### config.mk
export PLATFORM = sky130hd
export DESIGN_NAME = affine_sb_scheduler_flat
export DESIGN_NICKNAME = d
export VERILOG_FILES = /design/src/rtl/affine_sb_scheduler_pkg.sv /design/src/rtl/affine_sb_scheduler_if.sv /design/src/rtl/affine_sb_scheduler_sb_raster_counter.sv /design/src/rtl/affine_sb_scheduler.sv /design/src/flat_wrapper.sv
export SDC_FILE = /design/constraint.sdc
export NUM_CORES = 1
export LEC_CHECK = 0
export ABC_AREA = 1
export BUFFER_PORTS_ARGS = -buffer_cell sky130_fd_sc_hd__buf_2
export CAP_MARGIN = 20
export CORE_MARGIN = 2
export CORE_UTILIZATION = 45
export CTS_CLUSTER_SIZE = 8
export DETAILED_ROUTE_END_ITERATION = 12
export PLACE_DENSITY_LB_ADDON = 0.1
export SYNTH_ARGS = -nofsm -noshare
export SYNTH_HDL_FRONTEND = slang
export SYNTH_HIERARCHICAL = 1
export SYNTH_SLANG_ARGS = --single-unit
export TNS_END_PERCENT = 10
### constraint.sdc
create_clock -name CLK -period 3.7 [get_ports CLK]
set_input_delay 0.74 -clock CLK [delete_from_list [all_inputs] [get_ports CLK]]
set_output_delay 0.74 -clock CLK [all_outputs]
set_load 0.05 [all_outputs]
### src/rtl/affine_sb_scheduler_pkg.sv
// Shared types, field widths and helpers for the affine subblock scheduler.
// Imported by the interface, the raster counter and the scheduler top.
package affine_sb_scheduler_pkg;

  localparam int COORD_W          = 8;
  localparam int SBCNT_W          = 4;
  localparam int CPMV_W           = 16;
  localparam int INDEX_W          = 8;
  localparam int WDOG_W           = 16;
  localparam int SB_SIZE_LOG2_DEF = 2;

  typedef enum logic [2:0] {
    ST_IDLE   = 3'd0,
    ST_LAUNCH = 3'd1,
    ST_BLANK  = 3'd2,
    ST_WAIT   = 3'd3,
    ST_NEXT   = 3'd4,
    ST_FINISH = 3'd5
  } sched_state_e;

  // Sample coordinate of subblock idx along one axis; wraps modulo 256.
  function automatic logic [COORD_W-1:0] sb_coord(input logic [COORD_W-1:0] base,
                                                  input logic [SBCNT_W-1:0] idx,
                                                  input int unsigned        log2);
    logic [COORD_W-1:0] off;
    off = COORD_W'(idx) << log2;
    return base + off;
  endfunction

endpackage

### src/rtl/affine_sb_scheduler_if.sv
// Job handshake plus subblock control bus between the scheduler and its environment.
// master = job issuer / MV-generator top level, slave = scheduler.
interface affine_sb_scheduler_if;
  import affine_sb_scheduler_pkg::*;

  logic                CU_VALID;
  logic                CU_READY;
  logic [COORD_W-1:0]  CU_X;
  logic [COORD_W-1:0]  CU_Y;
  logic [SBCNT_W-1:0]  CU_W_SB;
  logic [SBCNT_W-1:0]  CU_H_SB;
  logic [CPMV_W-1:0]   CU_CPMV_0;
  logic [CPMV_W-1:0]   CU_CPMV_1;
  logic                ABORT;
  logic                SB_START;
  logic [COORD_W-1:0]  SB_COORD_X;
  logic [COORD_W-1:0]  SB_COORD_Y;
  logic [CPMV_W-1:0]   SB_CPMV_0;
  logic [CPMV_W-1:0]   SB_CPMV_1;
  logic                SB_DONE;
  logic [INDEX_W-1:0]  SB_INDEX;
  logic                CU_DONE;
  logic                BUSY;
  logic                ERR_TIMEOUT;

  modport master (
    output CU_VALID, CU_X, CU_Y, CU_W_SB, CU_H_SB, CU_CPMV_0, CU_CPMV_1, ABORT, SB_DONE,
    input  CU_READY, SB_START, SB_COORD_X, SB_COORD_Y, SB_CPMV_0, SB_CPMV_1,
           SB_INDEX, CU_DONE, BUSY, ERR_TIMEOUT
  );

  modport slave (
    input  CU_VALID, CU_X, CU_Y, CU_W_SB, CU_H_SB, CU_CPMV_0, CU_CPMV_1, ABORT, SB_DONE,
    output CU_READY, SB_START, SB_COORD_X, SB_COORD_Y, SB_CPMV_0, SB_CPMV_1,
           SB_INDEX, CU_DONE, BUSY, ERR_TIMEOUT
  );

endinterface

### src/rtl/affine_sb_scheduler_sb_raster_counter.sv
// Raster-order subblock position and linear index within the current CU.
// last flags the bottom-right subblock.
module sb_raster_counter
  import affine_sb_scheduler_pkg::*;
(
  input  logic               CLK,
  input  logic               RESET_ALL_N,
  input  logic               clear,
  input  logic               step,
  input  logic [SBCNT_W-1:0] w,
  input  logic [SBCNT_W-1:0] h,
  output logic [SBCNT_W-1:0] sb_x,
  output logic [SBCNT_W-1:0] sb_y,
  output logic [INDEX_W-1:0] sb_index,
  output logic               last
);

  logic [SBCNT_W-1:0] sb_x_r;
  logic [SBCNT_W-1:0] sb_y_r;
  logic [INDEX_W-1:0] sb_index_r;

  // Position update: clear on job accept, advance one raster step on request.
  always_ff @(posedge CLK) begin
    if (!RESET_ALL_N) begin
      sb_x_r     <= {SBCNT_W{1'b0}};
      sb_y_r     <= {SBCNT_W{1'b0}};
      sb_index_r <= {INDEX_W{1'b0}};
    end else if (clear) begin
      sb_x_r     <= {SBCNT_W{1'b0}};
      sb_y_r     <= {SBCNT_W{1'b0}};
      sb_index_r <= {INDEX_W{1'b0}};
    end else if (step) begin
      if (sb_x_r < w) begin
        sb_x_r <= sb_x_r + 4'd1;
      end else begin
        sb_x_r <= {SBCNT_W{1'b0}};
        sb_y_r <= sb_y_r + 4'd1;
      end
      sb_index_r <= sb_index_r + 8'd1;
    end else begin
      sb_x_r     <= sb_x_r;
      sb_y_r     <= sb_y_r;
      sb_index_r <= sb_index_r;
    end
  end

  assign sb_x     = sb_x_r;
  assign sb_y     = sb_y_r;
  assign sb_index = sb_index_r;
  assign last     = (sb_x_r == w) && (sb_y_r == h);

endmodule

### src/rtl/affine_sb_scheduler.sv
// Walks one affine CU through the MV-generator top level one subblock at a time,
// with a per-subblock watchdog, abort, and a single completion pulse per CU.
module affine_sb_scheduler
  import affine_sb_scheduler_pkg::*;
#(
  parameter int unsigned TIMEOUT_CYCLES = 1024,
  parameter int unsigned SB_SIZE_LOG2   = SB_SIZE_LOG2_DEF
) (
  input logic                  CLK,
  input logic                  RESET_ALL_N,
  affine_sb_scheduler_if.slave bus
);

  localparam bit                WDOG_EN   = (TIMEOUT_CYCLES != 0);
  localparam logic [WDOG_W-1:0] WDOG_LAST = WDOG_W'((TIMEOUT_CYCLES == 0) ? 0 : TIMEOUT_CYCLES - 1);

  sched_state_e       state_r;
  sched_state_e       raw_next_s;
  sched_state_e       next_state_s;
  logic               accept_s;
  logic               abort_s;
  logic               raw_step_s;
  logic               step_s;
  logic               raw_timeout_s;
  logic               timeout_s;
  logic [WDOG_W-1:0]  wdog_r;

  logic [COORD_W-1:0] cu_x_r;
  logic [COORD_W-1:0] cu_y_r;
  logic [SBCNT_W-1:0] w_r;
  logic [SBCNT_W-1:0] h_r;

  logic               cu_ready_r;
  logic               sb_start_r;
  logic               cu_done_r;
  logic               busy_r;
  logic               err_timeout_r;
  logic [COORD_W-1:0] sb_coord_x_r;
  logic [COORD_W-1:0] sb_coord_y_r;
  logic [CPMV_W-1:0]  sb_cpmv_0_r;
  logic [CPMV_W-1:0]  sb_cpmv_1_r;

  logic [SBCNT_W-1:0] sb_x_s;
  logic [SBCNT_W-1:0] sb_y_s;
  logic [INDEX_W-1:0] sb_index_s;
  logic               last_s;

  sb_raster_counter u_raster (
    .CLK         (CLK),
    .RESET_ALL_N (RESET_ALL_N),
    .clear       (accept_s),
    .step        (step_s),
    .w           (w_r),
    .h           (h_r),
    .sb_x        (sb_x_s),
    .sb_y        (sb_y_s),
    .sb_index    (sb_index_s),
    .last        (last_s)
  );

  // Next-state decode; ABORT overrides every non-IDLE transition.
  always_comb begin
    raw_next_s    = state_r;
    accept_s      = 1'b0;
    raw_step_s    = 1'b0;
    raw_timeout_s = 1'b0;
    case (state_r)
      ST_IDLE: begin
        if (bus.CU_VALID) begin
          accept_s   = 1'b1;
          raw_next_s = ST_LAUNCH;
        end else begin
          raw_next_s = ST_IDLE;
        end
      end
      ST_LAUNCH: raw_next_s = ST_BLANK;
      ST_BLANK:  raw_next_s = ST_WAIT;
      ST_WAIT: begin
        if (bus.SB_DONE) begin
          raw_next_s = ST_NEXT;
        end else if (WDOG_EN && (wdog_r == WDOG_LAST)) begin
          raw_timeout_s = 1'b1;
          raw_next_s    = ST_IDLE;
        end else begin
          raw_next_s = ST_WAIT;
        end
      end
      ST_NEXT: begin
        if (last_s) begin
          raw_next_s = ST_FINISH;
        end else begin
          raw_step_s = 1'b1;
          raw_next_s = ST_LAUNCH;
        end
      end
      ST_FINISH: raw_next_s = ST_IDLE;
      default:   raw_next_s = ST_IDLE;
    endcase
    abort_s      = (state_r != ST_IDLE) && bus.ABORT;
    next_state_s = abort_s ? ST_IDLE : raw_next_s;
    step_s       = raw_step_s & ~abort_s;
    timeout_s    = raw_timeout_s & ~abort_s;
  end

  // State, Moore outputs registered from the next state, job fields and watchdog.
  always_ff @(posedge CLK) begin
    if (!RESET_ALL_N) begin
      state_r       <= ST_IDLE;
      cu_ready_r    <= 1'b1;
      sb_start_r    <= 1'b0;
      cu_done_r     <= 1'b0;
      busy_r        <= 1'b0;
      err_timeout_r <= 1'b0;
      wdog_r        <= {WDOG_W{1'b0}};
      cu_x_r        <= {COORD_W{1'b0}};
      cu_y_r        <= {COORD_W{1'b0}};
      w_r           <= {SBCNT_W{1'b0}};
      h_r           <= {SBCNT_W{1'b0}};
      sb_coord_x_r  <= {COORD_W{1'b0}};
      sb_coord_y_r  <= {COORD_W{1'b0}};
      sb_cpmv_0_r   <= {CPMV_W{1'b0}};
      sb_cpmv_1_r   <= {CPMV_W{1'b0}};
    end else begin
      state_r    <= next_state_s;
      cu_ready_r <= (next_state_s == ST_IDLE);
      busy_r     <= (next_state_s != ST_IDLE);
      sb_start_r <= (next_state_s == ST_LAUNCH);
      cu_done_r  <= (next_state_s == ST_FINISH);

      if (accept_s) begin
        cu_x_r        <= bus.CU_X;
        cu_y_r        <= bus.CU_Y;
        w_r           <= bus.CU_W_SB;
        h_r           <= bus.CU_H_SB;
        sb_cpmv_0_r   <= bus.CU_CPMV_0;
        sb_cpmv_1_r   <= bus.CU_CPMV_1;
        sb_coord_x_r  <= bus.CU_X;
        sb_coord_y_r  <= bus.CU_Y;
        err_timeout_r <= 1'b0;
      end else if (step_s) begin
        // Coordinates track the position the raster counter moves to on this edge.
        if (sb_x_s < w_r) begin
          sb_coord_x_r <= sb_coord(cu_x_r, sb_x_s + 4'd1, SB_SIZE_LOG2);
        end else begin
          sb_coord_x_r <= cu_x_r;
          sb_coord_y_r <= sb_coord(cu_y_r, sb_y_s + 4'd1, SB_SIZE_LOG2);
        end
      end else if (timeout_s) begin
        err_timeout_r <= 1'b1;
      end else begin
        err_timeout_r <= err_timeout_r;
      end

      if (state_r == ST_BLANK) begin
        wdog_r <= {WDOG_W{1'b0}};
      end else if ((state_r == ST_WAIT) && !bus.SB_DONE && !raw_timeout_s) begin
        wdog_r <= wdog_r + 16'd1;
      end else begin
        wdog_r <= wdog_r;
      end
    end
  end

  assign bus.CU_READY    = cu_ready_r;
  assign bus.SB_START    = sb_start_r;
  assign bus.CU_DONE     = cu_done_r;
  assign bus.BUSY        = busy_r;
  assign bus.ERR_TIMEOUT = err_timeout_r;
  assign bus.SB_COORD_X  = sb_coord_x_r;
  assign bus.SB_COORD_Y  = sb_coord_y_r;
  assign bus.SB_CPMV_0   = sb_cpmv_0_r;
  assign bus.SB_CPMV_1   = sb_cpmv_1_r;
  assign bus.SB_INDEX    = sb_index_s;

endmodule
### src/flat_wrapper.sv
// flat-port wrapper written by rule: the top's interface ports become plain ports
module affine_sb_scheduler_flat import affine_sb_scheduler_pkg::*;
#(
  parameter int unsigned TIMEOUT_CYCLES = 1024,
  parameter int unsigned SB_SIZE_LOG2   = SB_SIZE_LOG2_DEF
)
  (CLK, RESET_ALL_N, bus_CU_VALID, bus_CU_X, bus_CU_Y, bus_CU_W_SB, bus_CU_H_SB, bus_CU_CPMV_0, bus_CU_CPMV_1, bus_ABORT, bus_SB_DONE, bus_CU_READY, bus_SB_START, bus_SB_COORD_X, bus_SB_COORD_Y, bus_SB_CPMV_0, bus_SB_CPMV_1, bus_SB_INDEX, bus_CU_DONE, bus_BUSY, bus_ERR_TIMEOUT);
  affine_sb_scheduler_if bus_i ();
  input logic CLK;
  input logic RESET_ALL_N;
  input wire logic [$bits(bus_i.CU_VALID)-1:0] bus_CU_VALID;
  input wire logic [$bits(bus_i.CU_X)-1:0] bus_CU_X;
  input wire logic [$bits(bus_i.CU_Y)-1:0] bus_CU_Y;
  input wire logic [$bits(bus_i.CU_W_SB)-1:0] bus_CU_W_SB;
  input wire logic [$bits(bus_i.CU_H_SB)-1:0] bus_CU_H_SB;
  input wire logic [$bits(bus_i.CU_CPMV_0)-1:0] bus_CU_CPMV_0;
  input wire logic [$bits(bus_i.CU_CPMV_1)-1:0] bus_CU_CPMV_1;
  input wire logic [$bits(bus_i.ABORT)-1:0] bus_ABORT;
  input wire logic [$bits(bus_i.SB_DONE)-1:0] bus_SB_DONE;
  output wire logic [$bits(bus_i.CU_READY)-1:0] bus_CU_READY;
  output wire logic [$bits(bus_i.SB_START)-1:0] bus_SB_START;
  output wire logic [$bits(bus_i.SB_COORD_X)-1:0] bus_SB_COORD_X;
  output wire logic [$bits(bus_i.SB_COORD_Y)-1:0] bus_SB_COORD_Y;
  output wire logic [$bits(bus_i.SB_CPMV_0)-1:0] bus_SB_CPMV_0;
  output wire logic [$bits(bus_i.SB_CPMV_1)-1:0] bus_SB_CPMV_1;
  output wire logic [$bits(bus_i.SB_INDEX)-1:0] bus_SB_INDEX;
  output wire logic [$bits(bus_i.CU_DONE)-1:0] bus_CU_DONE;
  output wire logic [$bits(bus_i.BUSY)-1:0] bus_BUSY;
  output wire logic [$bits(bus_i.ERR_TIMEOUT)-1:0] bus_ERR_TIMEOUT;
  assign bus_i.CU_VALID = bus_CU_VALID;
  assign bus_i.CU_X = bus_CU_X;
  assign bus_i.CU_Y = bus_CU_Y;
  assign bus_i.CU_W_SB = bus_CU_W_SB;
  assign bus_i.CU_H_SB = bus_CU_H_SB;
  assign bus_i.CU_CPMV_0 = bus_CU_CPMV_0;
  assign bus_i.CU_CPMV_1 = bus_CU_CPMV_1;
  assign bus_i.ABORT = bus_ABORT;
  assign bus_i.SB_DONE = bus_SB_DONE;
  assign bus_CU_READY = bus_i.CU_READY;
  assign bus_SB_START = bus_i.SB_START;
  assign bus_SB_COORD_X = bus_i.SB_COORD_X;
  assign bus_SB_COORD_Y = bus_i.SB_COORD_Y;
  assign bus_SB_CPMV_0 = bus_i.SB_CPMV_0;
  assign bus_SB_CPMV_1 = bus_i.SB_CPMV_1;
  assign bus_SB_INDEX = bus_i.SB_INDEX;
  assign bus_CU_DONE = bus_i.CU_DONE;
  assign bus_BUSY = bus_i.BUSY;
  assign bus_ERR_TIMEOUT = bus_i.ERR_TIMEOUT;
  affine_sb_scheduler #(.TIMEOUT_CYCLES(TIMEOUT_CYCLES), .SB_SIZE_LOG2(SB_SIZE_LOG2)) u_core (.CLK(CLK), .RESET_ALL_N(RESET_ALL_N), .bus(bus_i));
endmodule
# After elaboration in Yosys (flattened, before gate mapping)
# Cells that the tools add are included.
dict set report op_classes {
  add_sub_neg 6
  magnitude_cmp 1
  n_eq_ne 10
  mux 20
  bitwise 6
  n_reduce_logical 16
}
# cell n
set op_table {}
lappend op_table {{$mux 8} 6}
lappend op_table {{$add 16x1->16 const B} 1}
lappend op_table {{$add 8x6->8} 2}
lappend op_table {{$eq 16x10->1 const B} 1}
lappend op_table {{$pmux 3 s5} 1}
lappend op_table {{$mux 3} 3}
lappend op_table {{$add 4x1->4 const B} 2}
lappend op_table {{$add 8x1->8 const B} 1}
lappend op_table {{$eq 4x4->1} 2}
lappend op_table {{$mux 1} 8}
lappend op_table {{$eq 3x1->1 const B} 2}
lappend op_table {{$eq 3x2->1 const B} 2}
lappend op_table {{$eq 3x3->1 const B} 2}
lappend op_table {{$logic_not 3->1} 2}
lappend op_table {{$reduce_and 2->1} 3}
lappend op_table {{$reduce_bool 3->1} 2}
lappend op_table {{$logic_and 1x1->1} 4}
lappend op_table {{$lt 4x4->1} 1}
lappend op_table {{$mux 4} 1}
lappend op_table {{$not 1->1} 4}
lappend op_table {{$reduce_or 2->1} 2}
lappend op_table {{$and 1x1->1} 2}
lappend op_table {{$logic_not 1->1} 2}
lappend op_table {{$mux 2} 1}
lappend op_table {{2 further kinds} 2}
dict set report word_totals {
  regBits 112
  inputBits 61
  output_inout_bits 61
}

# Longest topological paths before layout
dict set report depth {
  depth_word 7
  ltp_mapped 16
  mapped_depth_nobuf 15
}

# Cells and area by module
# The synthesis kept the hierarchy.
# mod instances cells_per_inst area_each_um2 seq_area_each_um2
set modules_own_cells {}
lappend modules_own_cells {affine_sb_scheduler 1 635 4573.1 1921.8}
lappend modules_own_cells {sb_raster_counter 1 130 942.2 320.3}

# Worst setup path before layout
# No wires, ideal clock.
dict set report synth_timing {
  path_type {register to register}
  startpoint {reg u_core.u_raster.sb_x_r[2], in the netlist u_core/u_raster/sb_x[2]}
  endpoint {reg u_core.u_raster.sb_index_r[6], in the netlist u_core/u_raster/sb_index[6]}
  setup_ns 0.117
  arrival_ns 1.771
  required_ns 3.583
  slack_ns 1.812
  stages_incl_launch_ff 15
  n_path_buf 1
  period_less_slack_ns 1.888
  path_cell_list {dfxtp_1 > ha_1 > nand2_1 > a21oi_1 > o211ai_1 > nor2_1 > nor2_1 > nand2_1 > inv_1 > buf_4 > nand3_2 > nor3_4 > nand3_1 > nand2_1 > nor2_1}
}
dict set report synth_via {
  elab_chain_cells 5
}
# item line_no
set synth_lines {}
lappend synth_lines {{start: declaration} affine_sb_scheduler_sb_raster_counter.sv:18} ;# logic [SBCNT_W-1:0] sb_x_r;
lappend synth_lines {{start signal: assignment} affine_sb_scheduler_sb_raster_counter.sv:25} ;# sb_x_r <= {SBCNT_W{1'b0}};
lappend synth_lines {{start signal: assignment} affine_sb_scheduler_sb_raster_counter.sv:29} ;# sb_x_r <= {SBCNT_W{1'b0}};
lappend synth_lines {{start signal: assignment} affine_sb_scheduler_sb_raster_counter.sv:34} ;# sb_x_r <= sb_x_r + 4'd1;
lappend synth_lines {{$eq 4x4->1} affine_sb_scheduler_sb_raster_counter.sv:50} ;# assign last = (sb_x_r == w) && (sb_y_r == h);
lappend synth_lines {{$logic_and 1x1->1} affine_sb_scheduler_sb_raster_counter.sv:50}
lappend synth_lines {{named net u_core.last_s} affine_sb_scheduler.sv:46} ;# logic last_s;
lappend synth_lines {{$mux 1} affine_sb_scheduler.sv:89} ;# if (last_s) begin
lappend synth_lines {{$mux 1} affine_sb_scheduler.sv:67} ;# case (state_r)
lappend synth_lines {{$and 1x1->1} affine_sb_scheduler.sv:101} ;# step_s = raw_step_s & ~abort_s;
lappend synth_lines {{named net u_core.step_s} affine_sb_scheduler.sv:23} ;# logic step_s;
lappend synth_lines {{end signal: assignment} affine_sb_scheduler_sb_raster_counter.sv:31} ;# sb_index_r <= {INDEX_W{1'b0}};
lappend synth_lines {{end signal: assignment} affine_sb_scheduler_sb_raster_counter.sv:39} ;# sb_index_r <= sb_index_r + 8'd1;
lappend synth_lines {{end signal: assignment} affine_sb_scheduler_sb_raster_counter.sv:43} ;# sb_index_r <= sb_index_r;
lappend synth_lines {{end: declaration} affine_sb_scheduler_sb_raster_counter.sv:20} ;# logic [INDEX_W-1:0] sb_index_r;
# The timed path passes the listed nets, and every way through them passes these cells.
# A chain may end at the register's enable or synchronous reset.

# Worst setup path in the final report
dict set report layout_timing {
  startpoint {reg u_core.u_raster.sb_x_r[3], in the netlist u_core/u_raster/sb_x[3]}
  endpoint {reg u_core.u_raster.sb_index_r[6], in the netlist u_core/u_raster/sb_index[6]}
}
# The elaborated chain is that of the path after synthesis.

==> metrics.yaml <==
tightest_slew_ns: 0.5919
start_util_pct: 45.92
clockBufferDepth: 2
timing.hold.ws_ns: 0.4672
setup_tns_ns: 0
swShare_pct: 39.42
grt_pass1_wl_mm: 22.58
synth_edf_count: 0
cp_slowest_cell: "inv_1"
antennaDiodeCount: 0
place_congestion: 0.8003
syn_area_per_cell_um2: 7.210
clk_pin_slew_ns: 0.07
max_freq_ghz: 0.4052
crit_family: "simple AND/OR/NAND/NOR gates"
timing.rr.start: "u_core/u_raster/sb_x[3]"
startpoint_type: "flop"
min_period_ns: 2.468
drive_above_1_share_pct: 20.57
drc: 0
dr.first_iter.drc_count: 260
synthFlopType: "dfxtp_1"
grt_usage_pct: 21.19
netlist_top_cells_count: "nand2_1 (227), dfxtp_1 (112), a21oi_1 (82)"
synth.area.top_cells: "dfxtp_1 (41%), nand2_1 (15%), a21oi_1 (7.4%)"
wirelength_mm: 13.48
outcome: "complete, no violations"
finClkSkew_ns: 0.006688
setup_slack_ns: 1.232
period_share_pct: 66.71
syn_area_um2: 5515
antenna_left: 0
ys_ff_latch: 112
core_area_um2: 12010
viasPerCell: 5.068
grt_pass1_vias: 4917
powerDensity_nw_per_um2: 587.4
synthesis.nets: 849
grt_max_degree: 55
place_ws_ns: 1.184
area_growth_pct: 17.94
combPwrFrac_pct: 34.0
die_area_um2: 13160
fin_nets: 959
wl_per_cell_um: 13.12
crit_chain: "ha_1 -> nand2_1 -> a21oi_1 -> o211ai_1 -> nor2_1 -> nor2_1 -> nand2_1 -> inv_1 -> nand3_2 -> nor3_4 -> nand3_1 -> nand2_1 -> nor2_1"
cp.buffers_inverters: 1
post_cts_resized: 0
die_w_um: 114.7
power_frac_clock_pct: 27.4
setup_violations: 0
cts_tree: "built"
power.leakage_uw: 0.003062
power.net_switching_uw: 1506
io_pins: 122
gr-total-overflow: 0
crit_required_ns: 3.95
row_count: 40
ys_seq_area_share_pct: 40.65
dieHeight_um: 114.7
critPathLaunch: "u_core/u_raster/sb_x[3]"
antenna_found_initial: 0
ys.warnings.count: 6
critPathMaxStageDelay_ns: 0.45
num_vias: 5205
path_class: "flop to flop"
cap_viol_max_count: 0
ctsHoldBuffers: 0
first_pass_iters: 4
synth_top_area_share_pct: 40.65
postSynth.asyncResetShare_pct: 0
yosysUniqueCellTypes: 37
maxSlewHeadroom_pct: 60.54
worstPathArrival_ns: 2.72
htree_levels: 3
hpwl_mm: 9.687
hp-start: "u_core/bus.SB_CPMV_0[1]"
cts_made_buffers: 9
final_max_slew_viol_count: 0
p_seq_share_pct: 38.6
clk_latency_ns: 0.35
hold_path_class: "flop to flop"
clockRootBuffer: "clkbuf_16"
end_kind: "flop"
cp_max_fo: 17
synth.most_common_cell: "nand2_1"
yosysTopAreaCell: "dfxtp_1"
p_int_uw: 2314
numClockSinks: 112
port_buffers: 121
rsz0062_at_grt: "no"
ir_drop_uv: 318.2
syn_inst: 765
post_cts_buffers: 0
hold_viol: 0
num-fill-cells: 1208
[layout by cell type (no fill, tap or decap), types with 5 or more instances in the layout]
master / count
nand3_2: 5
clkbuf_16: 9
o21ai_0: 29
xor2_1: 6
nand4_1: 9
inv_1: 81
a21oi_1: 82
nand2_1: 227
buf_2: 121
dfxtp_1: 112
nor2_4: 7
nand3_1: 40
ha_1: 21
nor2_1: 54
inv_2: 9
xnor2_1: 6
nor3_1: 11
a21oi_2: 7
[kinds of logic (layout without fill, tap and decap cells)]
group / after synthesis / count (layout) / share of synthesized area (%)
AO/OA/AOI/OAI: 133 / 133 / 13.16
XOR/XNOR: 12 / 12 / 1.906
adder cells (fa/ha/maj): 23 / 23 / 5.490
buffers and inverters: 116 / 231 / 8.802
flip-flops: 112 / 112 / 40.65
multiplexers: 2 / 2 / 0.3630
AND/OR/NAND/NOR: 367 / 367 / 29.63
[power groups by stage]
stage / Sequential [uW] / Clock [uW] / Combinational [uW]
2_1_floorplan: 1860 / 0 / 629
3_3_place_gp: 1500 / 0 / 1280
5_1_grt: 1490 / 1130 / 1430
6_report: 1470 / 1050 / 1300
4_1_cts: 1470 / 1070 / 1300
3_5_place_dp: 1500 / 0 / 1300
[final timing paths]
| path | end | slack (ns) | cells past startpoint |
|---|---|---|---|
| worst min register to register | u_core/bus.SB_CPMV_0[1] | 0.47 | 2 |
| worst max register to register | u_core/u_raster/sb_index[6] | 1.23 | 13 |
| worst max-delay path | u_core/u_raster/sb_index[6] | 1.23 | 13 |
| worst min-delay path | u_core/bus.SB_CPMV_0[1] | 0.47 | 2 |
[per-stage QoR]
| step | power (uW) | area (um^2) | util, % | cells |
|---|---|---|---|---|
| after global routing | 4049 | 6505 | 54.16 | 1027 |
| after detailed placement | 2799 | 6183 | 51.48 | 1011 |
| after global placement | 2777 | 6183 | 51.48 | 1011 |
| final | 3821 | 6505 | 54.16 | 1027 |
| after CTS | 3847 | 6505 | 54.16 | 1027 |
| after floorplan | 2494 | 5515 | - | 765 |
[tightest hold or removal path, stage by stage (launching register included)]
cell and delay (ns):
dfxtp_1 0.31, nand2_1 0.06, a21oi_1 0.05
[sequential cells by signal, indices dropped and copies added (netlist names), 3 cells and up]
signal	cells
u_core/wdog_r	16
u_core/cu_y_r	8
u_core/h_r	4
u_core/u_raster/sb_index	8
u_core/bus.SB_COORD_Y	8
u_core/state_r	3
u_core/bus.SB_CPMV_1	16
u_core/bus.SB_COORD_X	8
u_core/u_raster/sb_x	4
u_core/w_r	4
u_core/cu_x_r	8
u_core/bus.SB_CPMV_0	16
u_core/u_raster/sb_y	4
[cell type report]
cell class                 instances  area (um^2)  area share [%]
clock buffer                      10        239.0           3.674
clock inverter                     6        82.58           1.269
inverter                          91        341.6           5.251
multi-input combinational        537         2788           42.85
sequential                       112         2242           34.47
tap                              147        183.9           2.827
timing repair buffer             124        628.1           9.656
[per-layer routing]
layer  vias up  GRT usage, %  share of wire (%)
li1       2662             -                  -
met1      2387         26.95                 45
met2       132         34.12                 46
met3        24         5.506                6.2
met4         0         9.157                2.4
met5         -             0                  0
Power figures use the tool's default switching activity.
